<file path="config.mk">
export PLATFORM = sky130hd
export DESIGN_NAME = float_div
export DESIGN_NICKNAME = d
export VERILOG_FILES = /design/src/rtl/float_div.sv
export SDC_FILE = /design/constraint.sdc
export NUM_CORES = 1
export LEC_CHECK = 0
export CORE_ASPECT_RATIO = 0.8
export CORE_MARGIN = 3
export CORE_UTILIZATION = 50
export DETAILED_ROUTE_END_ITERATION = 10
export PLACE_DENSITY = 0.86
export SKIP_CTS_REPAIR_TIMING = 1
export SLEW_MARGIN = 25
export SYNTH_ARGS = -nofsm -noshare
export SYNTH_HDL_FRONTEND = slang
export SYNTH_SLANG_ARGS = --single-unit
</file>
<file path="constraint.sdc">
create_clock -name clk -period 3.5 [get_ports clk]
set_clock_uncertainty 0.2 [all_clocks]
set_input_delay 0.35 -clock clk [delete_from_list [all_inputs] [get_ports clk]]
set_output_delay 0.35 -clock clk [all_outputs]
set_load 0.005 [all_outputs]
</file>
<file path="src/rtl/float_div.sv">
// Iterative 13-bit floating-point divider: restoring division of the significands,
// one quotient bit per cycle, followed by a single normalise/classify step.
module float_div #(
  parameter int EXP_BIAS = 7
) (
  input  logic        clk,
  input  logic        rst,
  input  logic        in_valid,
  output logic        in_ready,
  input  logic [12:0] a,
  input  logic [12:0] b,
  output logic        out_valid,
  input  logic        out_ready,
  output logic [12:0] result,
  output logic        overflow,
  output logic        underflow,
  output logic        div_by_zero
);

  localparam logic signed [7:0] BIAS8     = 8'(EXP_BIAS);
  localparam logic        [3:0] ITER_LOAD = 4'd10;

  typedef enum logic [1:0] {IDLE, CALC, NORM, DONE} state_t;

  state_t      r_state;
  state_t      w_nextState;

  logic [4:0]  r_aHi;
  logic [12:0] r_b;
  logic [10:0] r_rem;
  logic [9:0]  r_quot;
  logic [3:0]  r_count;

  logic        w_accept;
  logic [8:0]  w_sb;
  logic        w_qBit;
  logic [10:0] w_trial;
  logic [10:0] w_remKeep;

  logic        w_aZero;
  logic        w_bZero;
  logic        w_sign;
  logic signed [7:0] w_expBase;
  logic signed [7:0] w_expNorm;
  logic [7:0]  w_frac;
  logic [12:0] w_normResult;
  logic        w_normOv;
  logic        w_normUn;
  logic        w_normDz;

  always_ff @(posedge clk or posedge rst) begin
    if (rst) r_state <= IDLE;
    else     r_state <= w_nextState;
  end

  always_comb begin
    w_nextState = r_state;
    case (r_state)
      IDLE:    if (in_valid) w_nextState = CALC;
      CALC:    if (r_count == 4'd1) w_nextState = NORM;
      NORM:    w_nextState = DONE;
      DONE:    if (out_ready) w_nextState = IDLE;
      default: w_nextState = IDLE;
    endcase
  end

  always_comb begin
    in_ready  = (r_state == IDLE);
    out_valid = (r_state == DONE);
  end

  assign w_accept = in_valid && in_ready;

  // Restoring step: subtract the divisor significand when it fits, then shift.
  assign w_sb      = {1'b1, r_b[7:0]};
  assign w_qBit    = (r_rem >= {2'b00, w_sb});
  assign w_trial   = r_rem - {2'b00, w_sb};
  assign w_remKeep = w_qBit ? w_trial : r_rem;

  assign w_aZero   = (r_aHi[3:0] == 4'd0);
  assign w_bZero   = (r_b[11:8] == 4'd0);
  assign w_sign    = r_aHi[4] ^ r_b[12];
  assign w_expBase = $signed({4'b0000, r_aHi[3:0]}) - $signed({4'b0000, r_b[11:8]}) + BIAS8;
  assign w_expNorm = r_quot[9] ? w_expBase : (w_expBase - 8'sd1);
  assign w_frac    = r_quot[9] ? r_quot[8:1] : r_quot[7:0];

  // Divide-by-zero wins over a zero dividend, which wins over range checks.
  always_comb begin
    w_normResult = 13'h0000;
    w_normOv     = 1'b0;
    w_normUn     = 1'b0;
    w_normDz     = 1'b0;
    if (w_bZero) begin
      w_normResult = {w_sign, 4'hF, 8'hFF};
      w_normDz     = 1'b1;
    end else if (w_aZero) begin
      w_normResult = 13'h0000;
    end else if (w_expNorm > 8'sd15) begin
      w_normResult = {w_sign, 4'hF, 8'hFF};
      w_normOv     = 1'b1;
    end else if (w_expNorm < 8'sd1) begin
      w_normResult = 13'h0000;
      w_normUn     = 1'b1;
    end else begin
      w_normResult = {w_sign, w_expNorm[3:0], w_frac};
    end
  end

  always_ff @(posedge clk or posedge rst) begin
    if (rst) begin
      r_aHi       <= 5'd0;
      r_b         <= 13'h0000;
      r_rem       <= 11'd0;
      r_quot      <= 10'd0;
      r_count     <= 4'd0;
      result      <= 13'h0000;
      overflow    <= 1'b0;
      underflow   <= 1'b0;
      div_by_zero <= 1'b0;
    end else if (w_accept) begin
      r_aHi   <= a[12:8];
      r_b     <= b;
      r_rem   <= {2'b00, 1'b1, a[7:0]};
      r_quot  <= 10'd0;
      r_count <= ITER_LOAD;
    end else if (r_state == CALC) begin
      r_quot  <= {r_quot[8:0], w_qBit};
      r_rem   <= {w_remKeep[9:0], 1'b0};
      r_count <= r_count - 4'd1;
    end else if (r_state == NORM) begin
      result      <= w_normResult;
      overflow    <= w_normOv;
      underflow   <= w_normUn;
      div_by_zero <= w_normDz;
    end
  end

endmodule

</file>
### Yosys cells after proc, flatten, opt, wreduce, memory -nomap -nowiden

Index checks and enable logic that the tools add are counted.

| storage, ports and cells | value |
|---|---|
| logic and storage cells | 60 |
| input port bits | 30 |
| register bits after elaboration | 61 |
| output and inout bits | 18 |

| cells by class | value |
|---|---|
| magnitude comparators | 3 |
| mux-type cells | 25 |
| bitwise operators | 3 |
| add/sub/neg operators | 5 |
| reductions and logical operators | 7 |
| equal/unequal tests | 7 |

Operators by type and width:

| cell | number |
|---|---|
| $mux 13 | 4 |
| $mux 10 | 3 |
| $mux 11 | 2 |
| $mux 8 | 2 |
| $ge 11x9->1 | 1 |
| $sub 10x9->10 | 1 |
| $gt 8x5->1 const B | 1 |
| $logic_not 4->1 | 2 |
| $lt 8x2->1 const B | 1 |
| $mux 1 | 8 |
| $mux 4 | 2 |
| $pmux 2 s4 | 1 |
| $sub 6x2->7 const B | 1 |
| $add 5x4->6 const B | 1 |
| $mux 2 | 3 |
| $reduce_and 3->1 | 2 |
| $sub 4x4->5 | 1 |
| $eq 2x2->1 const B | 2 |
| $eq 4x1->1 const B | 1 |
| $ne 2x2->1 const B | 2 |
| $sub 4x1->4 const B | 1 |
| $eq 2x1->1 const B | 1 |
| $logic_not 2->1 | 1 |
| $ne 2x1->1 const B | 1 |
| other kinds (4) | 5 |

### Logic depth before layout (Yosys ltp)

Gate-level depths: netlist (run 1).

| logic depth | value |
|---|---|
| word-level depth | 9 |
| gate-level depth with buffers | 14 |
| depth with buffers taken out | 13 |

### Worst setup path before layout (run 1)

No wires, ideal clock.

| path | value |
|---|---|
| kind | flip-flop to flip-flop |
| start point | reg r_aHi[0] |
| end point | reg result[0] |
| setup time | 123 ps |
| path buffers | 1 |
| period minus slack after synthesis | 3,224 ps |
| stages on the path, launching flop included | 15 |
| arrival | 2,901 ps |
| slack | 276 ps |
| data required time | 3,177 ps |
| cell sequence | dfrtp_1 > inv_1 > ha_1 > inv_1 > fa_1 > inv_1 > ha_1 > xnor3_1 > nand3_2 > nand3_1 > nor3b_2 > a31oi_1 > o31ai_2 > buf_6 > o2bb2ai_1 |

| on the way | value |
|---|---|
| cells in the longest elaborated chain, start to end | 9 |
| elaborated cells on any way between the ends | 11 |
| those cells by class | add/sub (3); order compare (2); mux (5); reduce/logical (1) |

Ends and longest elaborated chain:

| what | line | source |
|---|---|---|
| start, declared | 28 | `logic [4:0] r_aHi;` |
| start signal, assigned | 121 | `r_aHi <= a[12:8];` |
| $sub 4x4->5 | 83 | `assign w_expBase = $signed({4'b0000, r_aHi[3:0]}) - $signed({4'b0000, r_b[11:8]}) + BIAS8;` |
| $add 5x4->6 | 83 |  |
| $sub 6x2->7 | 84 | `assign w_expNorm = r_quot[9] ? w_expBase : (w_expBase - 8'sd1);` |
| $mux 8 | 84 |  |
| $lt 8x2->1 | 101 | `end else if (w_expNorm < 8'sd1) begin` |
| $mux 13 | 101 |  |
| $mux 13 | 98 | `end else if (w_expNorm > 8'sd15) begin` |
| $mux 13 * | 96 | `end else if (w_aZero) begin` |
| $mux 13 * | 93 | `if (w_bZero) begin` |
| end signal, assigned | 131 | `result <= w_normResult;` |
| end, declared | 14 | `output logic [12:0] result,` |

Every way passes the cells marked *; elsewhere a longest branch is shown, timed or not.
A chain may end at the register's enable or synchronous reset.

### Worst setup path after layout (run 1)

Same ends and word-level chain as after synthesis.

==> qor.yml, run 1 <==
run_status:
  run_status: "completed"
die:
  rows: 27
  coreArea_sq_mm: 0.00696
  die_width_um: 101
  io_pins: 48
  die_h_um: 82.1
  dieArea_sq_mm: 0.00829
  start_util: 0.520
final_layout:
  drive_gt1_frac: 0.0818
  diodes: 0
  layout_common_cells: "61 x dfrtp_1, 52 x nand2_1, 47 x clkdlybuf4s50_1"
  final_nets: 487
  final_common_cell: "dfrtp_1"
  syn_to_final_growth_pct: 20.4
  seq_area_sq_mm: 0.00153
  num-fill-cells: 563
  multi_input_area_sq_mm: 0.00191
routing:
  vias: 2970
  routed_wl_um: 8350
  vias_per_cell: 5.64
  wl_per_cell_um: 15.8
  drc: 0
  drtIter0Drc: 186
  dr.pass1.iters: 5
  antenna_left: 0
timing:
  relSlewSlack: 0.456
  max_slew.worst_pin.slew_ns: 0.815
  tns_ns: 0
  setup_viol: 0
  rsz0062_at_grt: "false"
  slew_viol_final: 0
  finalHoldViolCount: 0
  timing.fmax_mhz: 301
  period_share: 0.948
  period_needed_ns: 3.32
worst_setup_path:
  max_stage_delay_ns: 0.53
  required_ns: 3.53
  cp.arrival_ns: 3.35
  critPathKind: "reg -> reg"
  crit_path_max_fanout: 11
  path_cells: "inv_1 > ha_1 > inv_1 > fa_1 > inv_1 > ha_1 > xnor3_2 > nand3_2 > nand3_1 > nor3b_2 > buf_4 > o31ai_2 > buf_4 > a211oi_1 > o2bb2ai_1"
  slowest_stage: "fa_1"
  start_kind: "flop"
  critical_path.most_common_cell: "inv_1"
  path_delay_family: "adder cells"
  critPathCaptureType: "flop"
  crit_buf_inv: 5
synthesis:
  synth-main-ff-cell: "dfrtp_1"
  yosysWarnings: 0
  synth_cell_type_count: 54
  syn_area_sq_mm: 0.00362
  ys_async_sr_fraction: 1.00
  synth-edff-count: 0
  ys_ff_latch: 61
  netlist_instances: 385
  seq_area_frac_synth: 0.422
  avgSynthCellArea_sq_um: 9.39
  syn_nets: 437
clocking:
  cts.sinks: 61
  clk_latency_ns: 0.34
  cts_made_buffers: 9
  clock_path_buffers: 2
  cts_root_buf: "clkbuf_8"
  cts_tree: "yes"
  cts.clk_slew.worst_paths_ns: 0.07
  htreeDepth: 3
job:
  cap_violations: 0
global_route:
  gr-total-overflow: 0
  grt_usage: 0.213
  antenna_found_initial: 0
  grt_start_max_net_pins: 47
  grt_pass1_wl_um: 13700
  grt_pass1_vias: 2906
placement:
  place_congestion: 0.914
  place_hpwl_um: 5890
  portBuffers: 47
min_path:
  hold_class: "in -> async"
synth_stat cells (5+ instances only):
library cell  count  share of area
a21oi_1          15          0.021
inv_1            28          0.029
nor2_1           25          0.026
nor3b_1           6          0.012
dfrtp_1          61           0.42
xnor2_1          11          0.027
clkbuf_1         11          0.011
nor2b_1          13          0.022
nand2_1          52          0.054
mux2i_1          15          0.042
o2bb2ai_1        13          0.031
o21ai_0          30          0.042
ha_1             20          0.069
nand3_1           5         0.0069
a211oi_1         10          0.021
registers in the layout, indices dropped and copies added, names as in the netlist:
signal       cells
r_quot          10
div_by_zero      1
underflow        1
result          13
r_state          2
r_aHi            5
overflow         1
r_rem           11
r_b             13
r_count          4
through the flow:
stage	area (sq um)	instances	hold slack (ns)	setup WS, ns	util
after detailed placement	4180	510	0.270	0.0903	0.601
after global routing	4350	527	0.304	0.0278	0.626
final	4350	527	0.258	0.180	0.626
after floorplan	3620	385	0.252	0.276	-
after CTS	4330	526	0.285	0.0493	0.623
after global placement	4180	510	0.264	0.195	0.601
layout make-up:
class,instances,share of cell area
clock buffer,14,0.0328
clock inverter,2,0.00230
inverter,29,0.0253
multi-input combinational,277,0.439
sequential,61,0.351
tap,87,0.0250
timing repair buffer,57,0.125
cell families (layout without fill, tap and decap cells):
| logic type | Yosys count | count (layout) | share of synthesized area |
|---|---|---|---|
| DFF | 61 | 61 | 0.422 |
| adders and majority gates | 23 | 23 | 0.0830 |
| and+or+nand+nor | 123 | 123 | 0.167 |
| buffers and inverters | 47 | 102 | 0.0526 |
| xor gates and xnor gates | 17 | 17 | 0.0471 |
| muxes | 18 | 18 | 0.0509 |
| AOI/OAI and AO/OA | 96 | 96 | 0.177 |
metal layers:
| metal | share of wire | track usage | vias up |
|---|---|---|---|
| met4 | 0.0095 | 0.0598 | 0 |
| li1 | - | - | 1437 |
| met1 | 0.46 | 0.282 | 1432 |
| met3 | 0.059 | 0.0662 | 9 |
| met5 | 0 | 0 | - |
| met2 | 0.47 | 0.340 | 92 |
worst register-to-register path, stage by stage (launching register included):
cell	delay (ns)
dfrtp_1	0.37
inv_1	0.07
ha_1	0.17
inv_1	0.06
fa_1	0.54
inv_1	0.08
ha_1	0.25
xnor3_2	0.29
nand3_2	0.12
nand3_1	0.09
nor3b_2	0.23
buf_4	0.15
o31ai_2	0.07
buf_4	0.19
a211oi_1	0.24
o2bb2ai_1	0.09
path summary, 6_finish.rpt:
kind	from	endpoint	slack, ns	cells past startpoint
max in group asynchronous	rst	result[3]	2.13	3
worst min register to register	overflow	overflow	0.28	1
worst max register to register	r_aHi[0]	result[0]	0.18	15
worst max-delay path	r_aHi[0]	result[0]	0.18	15
worst min-delay path	rst	r_b[11]	0.26	2
min in group clk	overflow	overflow	0.28	1
Power of run 1 is left out: the tool's default activity adds up to more than one toggle a clock period on the data nets, which glitch-free logic cannot reach.
==> inputs of run 2 (changes only) <==
- CORE_UTILIZATION: 50 -> 55
- PLACE_DENSITY: 0.86 -> 0.92
==> run 2 against run 1 <==
  * Global-route usage rose by 2.6 points
  * Critical path depth down 1
  * Worst hold slack better by 0.026 ns
==> qor.yml, run 2 (synthesis gave the netlist of run 1 again) <==
run_status:
  run_status: "completed"
clocking:
  clk_latency_ns: 0.34  # about the same
  cts_root_buf: "clkbuf_8"
  cts.clk_slew.worst_paths_ns: 0.07  # about the same
  cts_made_buffers: 9  # unchanged
  cts_tree: "yes"
  clock_path_buffers: 2  # unchanged
  htreeDepth: 3  # unchanged
  cts.sinks: 61  # unchanged
placement:
  portBuffers: 47  # unchanged
  post_dp_cell_area_sq_mm: 0.00415  # -0.69%
  place_congestion: 0.916  # +0.28%
  place_hpwl_um: 5920  # +0.60%
min_path:
  hold_start: "div_by_zero"
  hold_path_end: "div_by_zero"
  hold_path_depth: 2
  hold_class: "reg -> reg"
timing:
  max_slew.worst_pin.slew_ns: 0.767  # -0.0481 ns
  period_needed_ns: 3.29  # -0.0297 ns
  rsz0062_at_grt: "false"
  relSlewSlack: 0.489  # +0.0327
  period_share: 0.940  # -0.00850
  tns_ns: 0  # unchanged
  timing.fmax_mhz: 304  # +0.90%
  finalHoldViolCount: 0  # unchanged
  setup_viol: 0  # unchanged
  slew_viol_final: 0  # unchanged
worst_setup_path:
  crit_path_max_fanout: 12  # +1
  start_kind: "flop"
  max_stage_delay_ns: 0.51  # -0.02 ns
  r2r_start: "r_aHi[0]"
  critical_path.most_common_cell: "inv_1"
  critPathKind: "reg -> reg"
  startpoint: "r_aHi[0]"
  slowest_stage: "fa_1"
  crit_buf_inv: 4  # -1
  r2r_setup_slack_ns: 0.21  # +0.03 ns
  required_ns: 3.51  # -0.02 ns
  cp.arrival_ns: 3.30  # -0.05 ns
  path_cells: "inv_1 > ha_1 > inv_1 > fa_1 > inv_1 > ha_1 > xnor3_2 > nand3_2 > nand3_1 > nor3b_4 > a31oi_1 > o31ai_2 > buf_6 > o2bb2ai_1"
  critPathCaptureType: "flop"
  r2r_end: "result[6]"
  path_delay_family: "adder cells"
  r2r_cells: 14  # -1
routing:
  vias_per_cell: 5.79  # +2.7%
  wl_per_cell_um: 16.6  # +4.7%
  drtIter0Drc: 184  # -1.1%
  routed_wl_um: 8570  # +2.7%
  antenna_left: 0  # unchanged
  vias: 2993  # +0.77%
  dr.pass1.iters: 5  # unchanged
  drc: 0  # unchanged
die:
  start_util: 0.590  # +0.0702
  coreArea_sq_mm: 0.00613  # -12%
  die_h_um: 78.5  # -4.3%
  dieArea_sq_mm: 0.00759  # -8.5%
  die_width_um: 96.7  # -4.4%
  io_pins: 48  # unchanged
  rows: 25  # -7.4%
final_layout:
  diodes: 0  # unchanged
  syn_to_final_growth_pct: 21.1
  final_nets: 483  # -0.82%
  final_common_cell: "dfrtp_1"
  drive_gt1_frac: 0.0757  # -0.00613
  layout_common_cells: "61 x dfrtp_1, 52 x nand2_1, 47 x clkdlybuf4s50_1"
  biggestRegsByFlops: "r_b: 13 flops, result: 13 flops, r_rem: 11 flops"
  post-route-util: 0.714  # +0.0888
  fin_area_sq_mm: 0.00438  # +0.60%
  num-fill-cells: 452  # -20%
global_route:
  grt_pass1_wl_um: 14500  # +6.2%
  grt_usage: 0.240  # +0.0261
  antenna_found_initial: 0  # unchanged
  grt_pass1_vias: 2995  # +3.1%
  gr-total-overflow: 0  # unchanged
  grt_start_max_net_pins: 62  # +32%
job:
  cap_violations: 0  # unchanged
run 2: cell types whose count changed in the layout (fill, tap and decap cells not counted), sizes merged:
cell      delta
buf          -4
bufinv       +2
clkinv       -2
clkbuf       -2
inv          +1
clkinvlp     +1
run 2: tightest hold or removal path, delay by kind of cell, from the launching register on:
kind             cells  cell delay [ns]
AO/OA/AOI/OAI        1             0.06
AND/OR/NAND/NOR      1             0.04
flip-flops           1             0.34
run 2: layout make-up:
class	instances	area, sq um	area share
Clock buffer	12	135	0.0308
Clock inverter	4	72.6	0.0166
Inverter	29	109	0.0248
Multi-Input combinational cell	277	1920	0.438
Sequential cell	61	1530	0.348
Tap cell	81	101	0.0231
Timing Repair Buffer	53	519	0.119
run 2: through the flow:
| step | setup WS, ns | cells | hold WS (ns) |
|---|---|---|---|
| finish | 0.210 | 517 | 0.284 |
| detailed placement | -0.108 | 501 | 0.272 |
| global placement | 0.0962 | 501 | 0.263 |
| global route | 0.0149 | 517 | 0.311 |
| CTS | -0.132 | 517 | 0.286 |
| floorplan | 0.276 | 385 | 0.252 |
run 2: how the worst max path moves through the flow:
stage,endpoint,slack (ns),depth (start not counted)
floorplan,result[0],0.28,14
global placement,result[4],0.1,13
detailed placement,result[3],-0.11,13
CTS,result[3],-0.13,13
global route,result[12],0.01,14
finish,result[6],0.21,14
run 2: routing by layer:
layer / wire length, um / vias to the layer above / GRT usage
li1: - / 1430 / -
met1: 3710 / 1431 / 0.310
met2: 4120 / 107 / 0.391
met3: 513 / 25 / 0.0710
met4: 224 / 0 / 0.0743
met5: 0 / - / 0
Power of run 2 is left out for the same reason.
